--- config.mk ---
export PLATFORM = sky130hd
export DESIGN_NAME = ex_mem_pipe_reg_flat
export DESIGN_NICKNAME = d
export VERILOG_FILES = /design/src/rtl/ex_mem_pipe_reg_if.sv /design/src/rtl/ex_mem_pipe_reg.sv /design/src/flat_wrapper.sv
export SDC_FILE = /design/constraint.sdc
export NUM_CORES = 1
export LEC_CHECK = 0
export ABC_CLOCK_PERIOD_IN_PS = 1850
export CELL_PAD_IN_SITES_DETAIL_PLACEMENT = 1
export CELL_PAD_IN_SITES_GLOBAL_PLACEMENT = 1
export CORE_MARGIN = 5
export CORE_UTILIZATION = 37
export DETAILED_ROUTE_END_ITERATION = 7
export GPL_ROUTABILITY_DRIVEN = 1
export PLACE_DENSITY_LB_ADDON = 0.1
export SLEW_MARGIN = 0
export SYNTH_ARGS = -nofsm -noshare
export SYNTH_HDL_FRONTEND = slang
export SYNTH_SLANG_ARGS = --single-unit
--- constraint.sdc ---
create_clock -name clk -period 1.85 [get_ports clk]
set_input_delay 0.37 -clock clk [delete_from_list [all_inputs] [get_ports clk]]
set_output_delay 0.37 -clock clk [all_outputs]
set_load 0.005 [all_outputs]
--- src/rtl/ex_mem_pipe_reg_if.sv ---
// rtl/ex_mem_pipe_reg_if.sv - Execute->Memory handshake and data bundle; forwarding signals exist only with EX_MEM_FWD_EN
interface ex_mem_pipe_reg_if #(
    parameter int DATA_WIDTH = 32,
    parameter int CTRL_WIDTH = 5,
    parameter int REG_WIDTH  = 5,
    parameter int CNT_WIDTH  = 16
);
    logic                  IN_VALID;
    logic                  IN_READY;
    logic [DATA_WIDTH-1:0] ALU_RESULT_IN;
    logic [DATA_WIDTH-1:0] READ_DATA_2_IN;
    logic [CTRL_WIDTH-1:0] CONTROL_IN;
    logic                  ZERO_IN;
    logic [REG_WIDTH-1:0]  WRITE_REGISTER_IN;
    logic                  HIT_IN;
    logic                  OUT_VALID;
    logic                  OUT_READY;
    logic [DATA_WIDTH-1:0] ALU_RESULT;
    logic [DATA_WIDTH-1:0] READ_DATA_2;
    logic [CTRL_WIDTH-1:0] CONTROL;
    logic                  ZERO;
    logic [REG_WIDTH-1:0]  WRITE_REGISTER;
    logic                  HIT;
    logic                  FLUSH;
    logic [CNT_WIDTH-1:0]  STALL_CNT;
`ifdef EX_MEM_FWD_EN
    logic                  FWD_VALID;
    logic [REG_WIDTH-1:0]  FWD_REG;
    logic [DATA_WIDTH-1:0] FWD_DATA;
`endif

    modport slave (
`ifdef EX_MEM_FWD_EN
        output FWD_VALID, FWD_REG, FWD_DATA,
`endif
        input  IN_VALID, ALU_RESULT_IN, READ_DATA_2_IN, CONTROL_IN, ZERO_IN,
               WRITE_REGISTER_IN, HIT_IN, OUT_READY, FLUSH,
        output IN_READY, OUT_VALID, ALU_RESULT, READ_DATA_2, CONTROL, ZERO,
               WRITE_REGISTER, HIT, STALL_CNT
    );

    modport master (
`ifdef EX_MEM_FWD_EN
        input  FWD_VALID, FWD_REG, FWD_DATA,
`endif
        output IN_VALID, ALU_RESULT_IN, READ_DATA_2_IN, CONTROL_IN, ZERO_IN,
               WRITE_REGISTER_IN, HIT_IN, OUT_READY, FLUSH,
        input  IN_READY, OUT_VALID, ALU_RESULT, READ_DATA_2, CONTROL, ZERO,
               WRITE_REGISTER, HIT, STALL_CNT
    );
endinterface

--- src/rtl/ex_mem_pipe_reg.sv ---
// rtl/ex_mem_pipe_reg.sv - EX/MEM pipeline register with 2-entry skid buffer, flush and stall counter; EX_MEM_FWD_EN adds forwarding outputs
module ex_mem_pipe_reg #(
    parameter int DATA_WIDTH = 32,
    parameter int CTRL_WIDTH = 5,
    parameter int REG_WIDTH  = 5,
    parameter int CNT_WIDTH  = 16
) (
    input logic              clk,
    input logic              rst,
    ex_mem_pipe_reg_if.slave bus
);
    typedef struct packed {
        logic [DATA_WIDTH-1:0] alu;
        logic [DATA_WIDTH-1:0] rd2;
        logic [CTRL_WIDTH-1:0] ctrl;
        logic                  zero;
        logic [REG_WIDTH-1:0]  wreg;
        logic                  hit;
    } beat_t;

    // Occupancy: main entry drives the outputs, skid entry holds the beat that arrived under back-pressure
    localparam logic [1:0] S_EMPTY = 2'd0;
    localparam logic [1:0] S_MAIN  = 2'd1;
    localparam logic [1:0] S_FULL  = 2'd2;
    localparam logic [CNT_WIDTH-1:0] CNT_MAX = '1;

    logic [1:0]           state;
    beat_t                main_q;
    beat_t                skid_q;
    beat_t                in_beat;
    logic                 main_valid;
    logic                 accept;
    logic                 pop;
    logic [CNT_WIDTH-1:0] stall_q;

    assign in_beat = '{alu:  bus.ALU_RESULT_IN,  rd2:  bus.READ_DATA_2_IN,
                       ctrl: bus.CONTROL_IN,     zero: bus.ZERO_IN,
                       wreg: bus.WRITE_REGISTER_IN, hit: bus.HIT_IN};

    assign main_valid = (state != S_EMPTY);
    assign accept     = bus.IN_VALID && (state != S_FULL);
    assign pop        = main_valid && bus.OUT_READY;

    always_ff @(posedge clk) begin
        if (rst) begin
            state  <= S_EMPTY;
            main_q <= '0;
            skid_q <= '0;
        end else if (bus.FLUSH) begin
            state <= S_EMPTY;
        end else begin
            case (state)
                S_EMPTY: if (accept) begin
                    main_q <= in_beat;
                    state  <= S_MAIN;
                end
                S_MAIN: begin
                    if (accept && pop) begin
                        main_q <= in_beat;
                    end else if (accept) begin
                        skid_q <= in_beat;
                        state  <= S_FULL;
                    end else if (pop) begin
                        state <= S_EMPTY;
                    end
                end
                S_FULL: if (pop) begin
                    main_q <= skid_q;
                    state  <= S_MAIN;
                end
                default: state <= S_EMPTY;
            endcase
        end
    end

    always_ff @(posedge clk) begin
        if (rst) begin
            stall_q <= '0;
        end else if (main_valid && !bus.OUT_READY && stall_q != CNT_MAX) begin
            stall_q <= stall_q + 1'b1;
        end
    end

    assign bus.IN_READY       = (state != S_FULL);
    assign bus.OUT_VALID      = main_valid;
    assign bus.ALU_RESULT     = main_q.alu;
    assign bus.READ_DATA_2    = main_q.rd2;
    // Gating CONTROL keeps an idle slot from issuing a memory access or branch downstream
    assign bus.CONTROL        = main_valid ? main_q.ctrl : '0;
    assign bus.ZERO           = main_q.zero;
    assign bus.WRITE_REGISTER = main_q.wreg;
    assign bus.HIT            = main_q.hit;
    assign bus.STALL_CNT      = stall_q;

`ifdef EX_MEM_FWD_EN
    beat_t young;

    assign young         = (state == S_FULL) ? skid_q : main_q;
    assign bus.FWD_VALID = main_valid && (young.ctrl[4:3] != 2'b00) && (young.wreg != '0);
    assign bus.FWD_REG   = main_valid ? young.wreg : '0;
    assign bus.FWD_DATA  = main_valid ? young.alu : '0;
`endif
endmodule

--- src/flat_wrapper.sv ---
// flat-port wrapper written by rule: the top's interface ports become plain ports
module ex_mem_pipe_reg_flat 
#(
    parameter int DATA_WIDTH = 32,
    parameter int CTRL_WIDTH = 5,
    parameter int REG_WIDTH  = 5,
    parameter int CNT_WIDTH  = 16
)
  (clk, rst, bus_IN_VALID, bus_ALU_RESULT_IN, bus_READ_DATA_2_IN, bus_CONTROL_IN, bus_ZERO_IN, bus_WRITE_REGISTER_IN, bus_HIT_IN, bus_OUT_READY, bus_FLUSH, bus_IN_READY, bus_OUT_VALID, bus_ALU_RESULT, bus_READ_DATA_2, bus_CONTROL, bus_ZERO, bus_WRITE_REGISTER, bus_HIT, bus_STALL_CNT);
  ex_mem_pipe_reg_if #(.DATA_WIDTH(DATA_WIDTH), .CTRL_WIDTH(CTRL_WIDTH), .REG_WIDTH(REG_WIDTH), .CNT_WIDTH(CNT_WIDTH)) bus_i ();
  input logic clk;
  input logic rst;
  input wire logic [$bits(bus_i.IN_VALID)-1:0] bus_IN_VALID;
  input wire logic [$bits(bus_i.ALU_RESULT_IN)-1:0] bus_ALU_RESULT_IN;
  input wire logic [$bits(bus_i.READ_DATA_2_IN)-1:0] bus_READ_DATA_2_IN;
  input wire logic [$bits(bus_i.CONTROL_IN)-1:0] bus_CONTROL_IN;
  input wire logic [$bits(bus_i.ZERO_IN)-1:0] bus_ZERO_IN;
  input wire logic [$bits(bus_i.WRITE_REGISTER_IN)-1:0] bus_WRITE_REGISTER_IN;
  input wire logic [$bits(bus_i.HIT_IN)-1:0] bus_HIT_IN;
  input wire logic [$bits(bus_i.OUT_READY)-1:0] bus_OUT_READY;
  input wire logic [$bits(bus_i.FLUSH)-1:0] bus_FLUSH;
  output wire logic [$bits(bus_i.IN_READY)-1:0] bus_IN_READY;
  output wire logic [$bits(bus_i.OUT_VALID)-1:0] bus_OUT_VALID;
  output wire logic [$bits(bus_i.ALU_RESULT)-1:0] bus_ALU_RESULT;
  output wire logic [$bits(bus_i.READ_DATA_2)-1:0] bus_READ_DATA_2;
  output wire logic [$bits(bus_i.CONTROL)-1:0] bus_CONTROL;
  output wire logic [$bits(bus_i.ZERO)-1:0] bus_ZERO;
  output wire logic [$bits(bus_i.WRITE_REGISTER)-1:0] bus_WRITE_REGISTER;
  output wire logic [$bits(bus_i.HIT)-1:0] bus_HIT;
  output wire logic [$bits(bus_i.STALL_CNT)-1:0] bus_STALL_CNT;
  assign bus_i.IN_VALID = bus_IN_VALID;
  assign bus_i.ALU_RESULT_IN = bus_ALU_RESULT_IN;
  assign bus_i.READ_DATA_2_IN = bus_READ_DATA_2_IN;
  assign bus_i.CONTROL_IN = bus_CONTROL_IN;
  assign bus_i.ZERO_IN = bus_ZERO_IN;
  assign bus_i.WRITE_REGISTER_IN = bus_WRITE_REGISTER_IN;
  assign bus_i.HIT_IN = bus_HIT_IN;
  assign bus_i.OUT_READY = bus_OUT_READY;
  assign bus_i.FLUSH = bus_FLUSH;
  assign bus_IN_READY = bus_i.IN_READY;
  assign bus_OUT_VALID = bus_i.OUT_VALID;
  assign bus_ALU_RESULT = bus_i.ALU_RESULT;
  assign bus_READ_DATA_2 = bus_i.READ_DATA_2;
  assign bus_CONTROL = bus_i.CONTROL;
  assign bus_ZERO = bus_i.ZERO;
  assign bus_WRITE_REGISTER = bus_i.WRITE_REGISTER;
  assign bus_HIT = bus_i.HIT;
  assign bus_STALL_CNT = bus_i.STALL_CNT;
  ex_mem_pipe_reg #(.DATA_WIDTH(DATA_WIDTH), .CTRL_WIDTH(CTRL_WIDTH), .REG_WIDTH(REG_WIDTH), .CNT_WIDTH(CNT_WIDTH)) u_core (.clk(clk), .rst(rst), .bus(bus_i));
endmodule
==> run_results.csv, run 1 <==
group,metric,value,unit
sta,finalSetupViolCount,0,
logic_synthesis,ys_ff_latch,170,
cells_and_area,layout-drive-gt1-share,11.8,%
drt,wirelength,23.8,mm
power,p_comb_share,13.1,%
drt,vias,6777,
cts,numCtsBuffers,17,
global_routing,met3_usage,4.08,%
global_routing,grt_pass1_vias,7302,
power,internal_power,6.34,mW
logic_synthesis,synth_warnings,0,
floorplanning,rows,52,
global_routing,grt-busiest-layer,"met2",
cts,cts_tree,"done",
logic_synthesis,synth_top_cells_by_area,"dfxtp_1, a21oi_1, mux2i_1, a311oi_1, nand2_1",
status,outcome,"finished clean",
power,p_per_area,822,nW/um^2
run,cap_violations,0,
power,power.switching,2.09,mW
critical_path,crit_chain,"buf_4 -> buf_4 -> and2b_1 -> o21ai_4 -> buf_12 -> buf_12 -> a21oi_1 -> a311oi_1",
critical_path,worst-path-max-fanout,26,
global_routing,antenna_found_initial,1,
cells_and_area,multi_input_area,3410,um^2
sta,tns,0,ps
sta,setup_ws,49.3,ps
logic_synthesis,synth_area,7630,um^2
placement,hpwlAfterDp,16.4,mm
critical_path,cpMaxStageDelayCell,"dfxtp_2",
sta,period_needed,1800,ps
drt,viasPerCell,5.40,
logic_synthesis,yosys.area.top_type,"dfxtp_1",
logic_synthesis,synth_top_flop_cell,"dfxtp_1",
drt,drtIter0Drc,240,
sta,finalMaxSlewViolations,0,
sta,clock_skew,9.03,ps
global_routing,grt_pass1_wl,37.6,mm
global_routing,overflow,0,
placement,port_buffers,174,
cells_and_area,area_growth,34.4,%
drt,drt_first_pass_iters,4,
floorplanning,ios,175,
floorplanning,die_w,154,um
critical_path,endpoint_kind,"flip-flop",
cells_and_area,diodes,0,
logic_synthesis,synth_cell_types,36,
cts,worstSkewPairLatency,420,ps
global_routing,grt_max_degree,51,
placement,gp_congestion,0.771,
cells_and_area,nets,1056,
floorplanning,coreArea,20300,um^2
sta,min_period_over_period,97.3,%
logic_synthesis,yosys-top-cells-count,"dfxtp_1, a21oi_1, nand2_1",
cts,cts_buffer_depth,2,
logic_synthesis,async_flop_share,0,%
sta,rsz0062_at_grt,"yes",
min_path,holdCritPathClass,"primary input to flip-flop",
global_routing,gr-usage-met2,34.2,%
power,power_frac_clock,40.8,%
sta,hold_violations,0,
global_routing,met1_usage,23.2,%
power,p_seq_share,46.0,%
critical_path,cpLargestDelayFamily,"buffers and inverters",
cts,htreeDepth,4,
critical_path,crit_type,"flip-flop to flip-flop",
logic_synthesis,synth_cells,868,
sta,tightestPinTransition,477,ps
cells_and_area,regArea,3410,um^2
critical_path,critPathLaunchType,"flip-flop",
logic_synthesis,synth_edf_count,0,
logic_synthesis,syn_area_per_cell,8.79,um^2
sta,hold_ws,388,ps
floorplanning,dieArea,23600,um^2
critical_path,path_buf_inv,4,
critical_path,worstPathArrival,2120,ps
power,sw_frac_of_total,24.8,%
power,power_leakage,4.01,nW
cells_and_area,fillers,2294,
critical_path,critical_path.max_stage_delay,330,ps
cts,cts_sinks,170,
placement,dp_worst_setup_slack,-384,ps
floorplanning,die_h,154,um
logic_synthesis,synth_most_common_cell,"dfxtp_1",
sta,slew_headroom,67.4,%
global_routing,grt_usage,19.3,%
logic_synthesis,synth_nets,950,
drt,drc,0,
cts,clk_pin_slew,70,ps
floorplanning,start_util,37.6,%
logic_synthesis,synth_seq_area_share,44.6,%
power,ir_worst_vdd,552,uV
sta,fmax,555,MHz
drt,postRouteAntennaNets,0,
cts,cts_root_buf,"clkbuf_16",
logic_synthesis,synth_top_area_share,44.6,%
drt,wl_per_cell,18.9,um
critical_path,cp.required,2170,ps
==> cell usage in the layout (no fill, tap or decap), drive strengths merged, types with 2 or more instances in the layout <==
master         instances
a21oi                165
a311oi                77
and3                   3
and4                   3
buf                   59
clkbuf                22
clkdlybuf4s15          2
clkdlybuf4s50        165
clkinv                 3
clkinvlp               4
dfxtp                170
dlygate4sd2            4
inv                    6
mux2i                 78
nand2                158
nand2b                 4
nand3                  2
nand4                 10
nor2                   3
nor2b                  8
nor3                   3
o21ai                  8
o31ai                  6
or3                    6
or4                    5
==> area by class of cell <==
class	instances	share of cell area [%]
Clock buffer	19	4.42
Clock inverter	12	1.11
Inverter	2	0.0976
Multi-Input combinational cell	549	33.3
Sequential cell	170	33.3
Tap cell	270	3.30
Timing Repair Buffer	234	24.5
==> layer usage <==
layer / vias to the layer above / share of wire [%]
met5: - / 0.055
li1: 3276 / -
met4: 2 / 1.7
met1: 3322 / 43
met2: 143 / 51
met3: 34 / 4.1
==> kinds of logic (layout without fill, tap and decap cells) <==
group / Yosys count / count (layout) / share of synthesized area [%]
AO/OA/AOI/OAI: 260 / 260 / 21.3
AND/OR/NAND/NOR: 208 / 208 / 12.0
flip-flops: 170 / 170 / 44.6
buffers and inverters: 149 / 267 / 11.4
multiplexers: 79 / 79 / 10.4
adder cells (fa/ha/maj): 1 / 1 / 0.164
XOR/XNOR: 1 / 1 / 0.115
==> what timing repair did <==
item,in CTS,in global routing
hold buffers,0,0
pin swaps,2,18
setup buffers,3,1
endpoints found under the setup margin,7,42
gates resized for setup,19,16
cloned,0,2
endpoints found under the hold margin,0,0
==> through the flow <==
| stage | instance area (um^2) | std cells | utilization [%] | total power [mW] |
|---|---|---|---|---|
| final | 10300 | 1256 | 50.5 | 8.43 |
| after global routing | 10300 | 1256 | 50.5 | 8.78 |
| after CTS | 10100 | 1253 | 50.0 | 8.51 |
| after detailed placement | 9540 | 1219 | 47.0 | 5.05 |
| after global placement | 9540 | 1219 | 47.0 | 5.00 |
| after floorplan | 7630 | 868 | - | 4.51 |
==> flip-flops by register name, indices dropped and copies added, names as in the netlist <==
signal                     count
u_core.bus.ALU_RESULT         32
u_core.bus.HIT                 1
u_core.bus.READ_DATA_2        32
u_core.bus.STALL_CNT          16
u_core.bus.WRITE_REGISTER      5
u_core.bus.ZERO                1
u_core.main_q                  5
u_core.skid_q                 76
u_core.state                   2
==> power groups by stage <==
stage                     Sequential [mW]  Clock (mW)  Combinational, mW
after detailed placement             3.96           0               1.09
after CTS                            3.88        3.53               1.10
after floorplan                      3.93           0              0.580
after global routing                 3.89        3.69               1.19
final                                3.88        3.44               1.11
after global placement               3.95           0               1.05
==> final timing paths <==
check                                                    start                                      to  slack, ps  cells after the start
worst max register to register    u_core.state[0]$_SDFFE_PP0P_  u_core.bus.READ_DATA_2[4]$_SDFFE_PP0P_         50                      8
worst min-delay path                                       rst          u_core.skid_q[46]$_SDFFE_PP0P_        390                      2
worst max-delay path              u_core.state[0]$_SDFFE_PP0P_  u_core.bus.READ_DATA_2[4]$_SDFFE_PP0P_         50                      8
worst min register to register  u_core.skid_q[14]$_SDFFE_PP0P_          u_core.skid_q[14]$_SDFFE_PP0P_        450                      2
No activity file was read; power rests on OpenSTA's default activity.
==> run 2, diff against run 1 <==
--- a/config.mk
+++ b/config.mk
@@ -8,6 +8,7 @@
 export ABC_CLOCK_PERIOD_IN_PS = 1850
 export CELL_PAD_IN_SITES_DETAIL_PLACEMENT = 1
 export CELL_PAD_IN_SITES_GLOBAL_PLACEMENT = 1
+export CORE_ASPECT_RATIO = 0.6
 export CORE_MARGIN = 5
 export CORE_UTILIZATION = 37
 export DETAILED_ROUTE_END_ITERATION = 7
==> run_results.csv, run 2 (synthesis gave the netlist of run 1 again) <==
group,metric,value,unit
cells_and_area,fillers,2275,
critical_path,cpMaxStageDelayCell,"clkdlybuf4s50_1",
cts,numCtsBuffers,17,
critical_path,critPathLaunchType,"flip-flop",
cts,htreeDepth,4,
cts,post-cts-setup-buffer-count,0,
min_path,holdCritPathClass,"primary input to flip-flop",
floorplanning,die_w,195,um
floorplanning,start_util,37.9,%
critical_path,cp.required,1480,ps
placement,gp_congestion,0.784,
critical_path,r2r_slack,150,ps
cells_and_area,layout-drive-gt1-share,10.6,%
placement,dp_worst_setup_slack,-316,ps
drt,viasPerCell,5.37,
sta,clock_skew,10.8,ps
sta,rsz0062_at_grt,"no",
placement,port_buffers,174,
critical_path,crit_chain,"clkdlybuf4s50_1",
floorplanning,dieArea,23700,um^2
critical_path,worst-path-stages,1,
floorplanning,coreArea,20100,um^2
floorplanning,ios,175,
drt,wirelength,23.4,mm
sta,fmax,557,MHz
cells_and_area,area_growth,32.5,%
critical_path,path_buf_inv,1,
global_routing,grt_usage,19.3,%
critical_path,cpLargestDelayFamily,"buffers and inverters",
cts,cts_sinks,170,
status,outcome,"finished clean",
critical_path,worstReg2RegStart,"u_core.state[1]$_SDFFE_PP0P_",
sta,setup_ws,55.8,ps
cells_and_area,layout_commonest_cell,"clkdlybuf4s50_1",
cts,cts_tree,"done",
drt,drc,0,
cells_and_area,largest_reg_flops,76,
cells_and_area,layout_common_cells,"clkdlybuf4s50_1, a21oi_1, dfxtp_1",
sta,period_needed,1790,ps
sta,min_period_over_period,97.0,%
placement,placed_cell_area,9510,um^2
global_routing,grt_max_degree,77,
critical_path,endpoint_kind,"output port",
drt,drtIter0Drc,279,
sta,hold_violations,0,
run,cap_violations,0,
critical_path,worst-path-max-fanout,6,
sta,finalMaxSlewViolations,0,
global_routing,grt_pass1_wl,37.2,mm
power,ir_worst_vdd,660,uV
drt,vias,6728,
floorplanning,rows,40,
critical_path,worstSetupStartpoint,"u_core.bus.STALL_CNT[7]$_SDFFE_PP0P_",
drt,drt_first_pass_iters,4,
critical_path,endpoint,"bus_STALL_CNT[7]",
sta,finalSetupViolCount,0,
floorplanning,die_h,121,um
drt,wl_per_cell,18.7,um
cts,worstSkewPairLatency,430,ps
cells_and_area,diodes,0,
critical_path,timing.rr.end,"u_core.bus.STALL_CNT[15]$_SDFFE_PP0P_",
cells_and_area,multi_input_area,3390,um^2
cells_and_area,final_core_util,50.3,%
placement,hpwlAfterDp,16.4,mm
cts,clk_pin_slew,70,ps
sta,slew_headroom,67.5,%
sta,tightestPinTransition,486,ps
drt,postRouteAntennaNets,0,
cells_and_area,nets,1050,
critical_path,r2r_cells,5,
power,power,8.57,mW
critical_path,critical_path.max_stage_delay,550,ps
power,power_leakage,3.93,nW
global_routing,antenna_found_initial,2,
cells_and_area,top_register,"u_core.skid_q",
global_routing,overflow,0,
global_routing,grt_pass1_vias,6991,
cells_and_area,final_area,10100,um^2
critical_path,crit_type,"flip-flop to output port",
critical_path,worstPathArrival,1420,ps
cells_and_area,regArea,3410,um^2
power,p_per_area,847,nW/um^2
cts,cts_root_buf,"clkbuf_16",
cts,cts_buffer_depth,2,
## run 2: cell count changes in the layout (fill, tap and decap cells not counted), sizes merged
cell / change
buf: -4
inv: -4
dlygate4sd2: +3
clkdlybuf4s15: -2
bufinv: +1
clkdlybuf4s50: +1
clkinv: +1
dlymetal6s2s: -1
## run 2: final cells by class
cell class / count / share of cell area (%)
Clock buffer: 22 / 4.69
Multi-Input combinational cell: 549 / 33.5
Tap cell: 273 / 3.38
Clock inverter: 10 / 1.16
Inverter: 2 / 0.0990
Sequential cell: 170 / 33.8
Timing Repair Buffer: 228 / 23.4
## run 2: repair_timing
action / in CTS / in global routing
hold buffers: 0 / 0
gates resized for setup: 11 / 8
setup endpoints to repair: 9 / 8
pin swaps: 0 / 1
## run 2: per-layer routing
layer	up-vias	track usage, %	routed length [um]
met4	4	4.80	242
li1	3263	-	-
met1	3298	25.4	10900
met2	143	32.3	11100
met5	-	0	27
met3	20	4.69	1150
## run 2: through the flow
step	hold WS, ps	std cells	TNS (ps)
2_1_floorplan	436	868	0
3_3_place_gp	440	1222	-27310
3_5_place_dp	448	1222	-34370
4_1_cts	365	1254	0
5_1_grt	400	1254	0
6_report	372	1254	0
## run 2: how the worst min path moves through the flow
stage	start	endpoint	slack, ps	depth (start not counted)
2_1_floorplan	u_core.skid_q[0]$_SDFFE_PP0P_	u_core.skid_q[0]$_SDFFE_PP0P_	440	2
3_3_place_gp	u_core.skid_q[44]$_SDFFE_PP0P_	u_core.skid_q[44]$_SDFFE_PP0P_	440	2
6_report	rst	u_core.bus.STALL_CNT[3]$_SDFFE_PP0P_	370	2
3_5_place_dp	u_core.skid_q[65]$_SDFFE_PP0P_	u_core.skid_q[65]$_SDFFE_PP0P_	450	2
5_1_grt	rst	u_core.skid_q[42]$_SDFFE_PP0P_	400	2
4_1_cts	rst	u_core.skid_q[42]$_SDFFE_PP0P_	360	2
## run 2: power breakdown
group	switching [mW]	leakage [nW]	total, mW	internal, mW
logic	0.482	2.26	1.07	0.590
clock network	1.52	0.278	3.61	2.10
registers	0.0863	1.39	3.88	3.80
total	2.08	3.93	8.57	6.48
==> run 3, diff against run 2 <==
--- a/config.mk
+++ b/config.mk
@@ -5,12 +5,13 @@
 export SDC_FILE = /design/constraint.sdc
 export NUM_CORES = 1
 export LEC_CHECK = 0
+export ABC_AREA = 1
 export ABC_CLOCK_PERIOD_IN_PS = 1850
 export CELL_PAD_IN_SITES_DETAIL_PLACEMENT = 1
 export CELL_PAD_IN_SITES_GLOBAL_PLACEMENT = 1
 export CORE_ASPECT_RATIO = 0.6
 export CORE_MARGIN = 5
-export CORE_UTILIZATION = 37
+export CORE_UTILIZATION = 36
 export DETAILED_ROUTE_END_ITERATION = 7
 export GPL_ROUTABILITY_DRIVEN = 1
 export PLACE_DENSITY_LB_ADDON = 0.1
==> run_results.csv, run 3 <==
group,metric,value,unit
min_path,holdCritPathClass,"primary input to flip-flop",
logic_synthesis,synth_area,7960,um^2
logic_synthesis,synth_top_cells_by_area,"dfxtp_1, nand2_1, nand3_1, buf_4, a21oi_1",
logic_synthesis,synth_seq_area_share,42.7,%
cells_and_area,final_area,10300,um^2
critical_path,endpoint_kind,"output port",
sta,setup_ws,70.0,ps
sta,clock_skew,10.0,ps
logic_synthesis,synth_cell_types,26,
critical_path,crit_chain,"inv_2 -> nand2_4 -> inv_4 -> nor2_4 -> dlygate4sd2_1",
cts,worstSkewPairLatency,430,ps
cts,cts_tree,"done",
sta,finalMaxSlewViolations,0,
power,power_frac_clock,42.2,%
placement,placed_cell_area,9640,um^2
status,outcome,"finished clean",
cells_and_area,layout_common_cells,"nand2_1, clkdlybuf4s50_1, dfxtp_1",
cts,cts_sinks,170,
logic_synthesis,synth_top_flop_cell,"dfxtp_1",
drt,postRouteAntennaNets,0,
logic_synthesis,yosys.area.top_type,"dfxtp_1",
placement,dp_cells,1492,
global_routing,grt_pass1_wl,42.9,mm
sta,finalSetupViolCount,0,
power,p_per_area,821,nW/um^2
floorplanning,die_h,125,um
sta,rsz0062_at_grt,"no",
drt,wirelength,26.7,mm
cells_and_area,final_cells,1528,
global_routing,grt_max_degree,87,
placement,port_buffers,174,
critical_path,critPathLaunchType,"flip-flop",
logic_synthesis,synth_edf_count,0,
floorplanning,rows,42,
cells_and_area,layout-drive-gt1-share,8.13,%
cts,cts_root_buf,"clkbuf_16",
sta,period_needed,1780,ps
cts,clk_pin_slew,70,ps
drt,drt_first_pass_iters,5,
cells_and_area,largest_reg_flops,76,
critical_path,worst-path-max-fanout,6,
power,p_comb_share,12.4,%
placement,gp_congestion,0.762,
power,ir_worst_vdd,642,uV
placement,dp_worst_setup_slack,-147,ps
critical_path,crit_type,"flip-flop to output port",
power,power.switching,2.14,mW
cts,cts_buffer_depth,2,
drt,drtIter0Drc,303,
critical_path,cpLargestDelayFamily,"buffers and inverters",
global_routing,grt_pass1_vias,7797,
logic_synthesis,async_flop_share,0,%
logic_synthesis,ys_ff_latch,170,
sta,fmax,562,MHz
global_routing,antenna_found_initial,3,
global_routing,grt_usage,20.8,%
logic_synthesis,synth_most_common_cell,"nand2_1",
power,p_seq_share,45.4,%
cells_and_area,area_growth,29.3,%
floorplanning,die_w,202,um
floorplanning,coreArea,21900,um^2
cells_and_area,nets,1311,
drt,viasPerCell,5.05,
power,power,8.45,mW
drt,drc,0,
cells_and_area,top_register,"u_core.skid_q",
critical_path,cp.required,1480,ps
placement,hpwlAfterDp,17.3,mm
sta,hold_violations,0,
critical_path,critical_path.max_stage_delay,350,ps
power,sw_frac_of_total,25.4,%
run,cap_violations,0,
critical_path,worstPathArrival,1410,ps
power,power_leakage,4.14,nW
logic_synthesis,synth_top_area_share,42.7,%
sta,slew_headroom,59.3,%
floorplanning,dieArea,25300,um^2
cells_and_area,diodes,0,
sta,tightestPinTransition,611,ps
sta,hold_ws,367,ps
floorplanning,start_util,36.3,%
critical_path,cpMaxStageDelayCell,"dfxtp_4",
floorplanning,ios,175,
logic_synthesis,synth_nets,1226,
cts,numCtsBuffers,17,
drt,vias,7717,
power,internal_power,6.31,mW
logic_synthesis,synth_cells,1144,
cts,htreeDepth,4,
critical_path,path_buf_inv,3,
drt,wl_per_cell,17.5,um
cells_and_area,layout_commonest_cell,"nand2_1",
logic_synthesis,yosys-top-cells-count,"nand2_1, dfxtp_1, nand3_1",
global_routing,overflow,0,
logic_synthesis,synth_warnings,0,
sta,min_period_over_period,96.2,%
logic_synthesis,syn_area_per_cell,6.96,um^2
## run 3: changes by cell type after synthesis, sizes merged, moves of 8 or more
cell and delta:
a21oi -55, a311oi -77, inv +44, nand3 +139, nor2 +137, nand2 +108, o21ai +92, mux2i -78
nor2b -8
## run 3: cells by family after synthesis
family | after synthesis | synth area share (%)
compound gates | 213 | 13.5
xor+xnor | 6 | 0.660
fa+ha+maj | 1 | 0.157
buf+inv | 199 | 13.9
flops | 170 | 42.7
simple gates | 555 | 29.1
## run 3: layout make-up
class                           count  area [um^2]
Fill cell                        2719        11600
Multi-Input combinational cell    775         3510
Sequential cell                   170         3410
Timing Repair Buffer              218         2250
Clock buffer                       20          447
Tap cell                          286          358
Inverter                           47          183
Clock inverter                     12          125
## run 3: final timing paths
| path | start | end | slack, ps | cells after the start |
|---|---|---|---|---|
| setup reg to reg | u_core.state[1]$_SDFFE_PP0P_ | u_core.bus.READ_DATA_2[22]$_SDFFE_PP0P_ | 160 | 10 |
| hold / removal | rst | u_core.skid_q[33]$_SDFFE_PP0P_ | 370 | 4 |
| setup / recovery | u_core.state[1]$_SDFFE_PP0P_ | bus_CONTROL[3] | 70 | 5 |
| hold reg to reg | u_core.skid_q[51]$_SDFFE_PP0P_ | u_core.skid_q[51]$_SDFFE_PP0P_ | 450 | 2 |
## run 3: repair_timing
item                                    CTS  global route
endpoints found under the setup margin    8             5
pin swaps                                 1             0
gates resized for setup                  23             5
buffers inserted                          3             1
hold buffers                              0             0
## run 3: metrics by stage
stage	util (%)	TNS, ps
after detailed placement	44.0	-14110
after global placement	44.0	-7030
final	47.0	0
after floorplan	-	0
after CTS	46.9	0
after global routing	47.0	0
## run 3: power by group through the flow
| stage | registers [mW] | logic [mW] | clock network, mW |
|---|---|---|---|
| 2_1_floorplan | 3.90 | 0.556 | 0 |
| 3_3_place_gp | 3.92 | 1.03 | 0 |
| 3_5_place_dp | 3.92 | 1.04 | 0 |
| 4_1_cts | 3.84 | 1.06 | 3.67 |
| 5_1_grt | 3.85 | 1.14 | 3.83 |
| 6_report | 3.84 | 1.05 | 3.56 |
## run 3: worst min-delay path, cell delays in order
cell and delay (ps):
buf_4 100, inv_2 120, o21ai_0 110, nor2_1 40
## run 3: per-layer routing
layer | vias up | routed length, um | global-route usage (%)
met4 | 6 | 142 | 3.33
met2 | 133 | 11700 | 32.6
met3 | 21 | 1130 | 5.31
met1 | 3746 | 13600 | 29.6
li1 | 3811 | - | -
met5 | - | 34 | 0
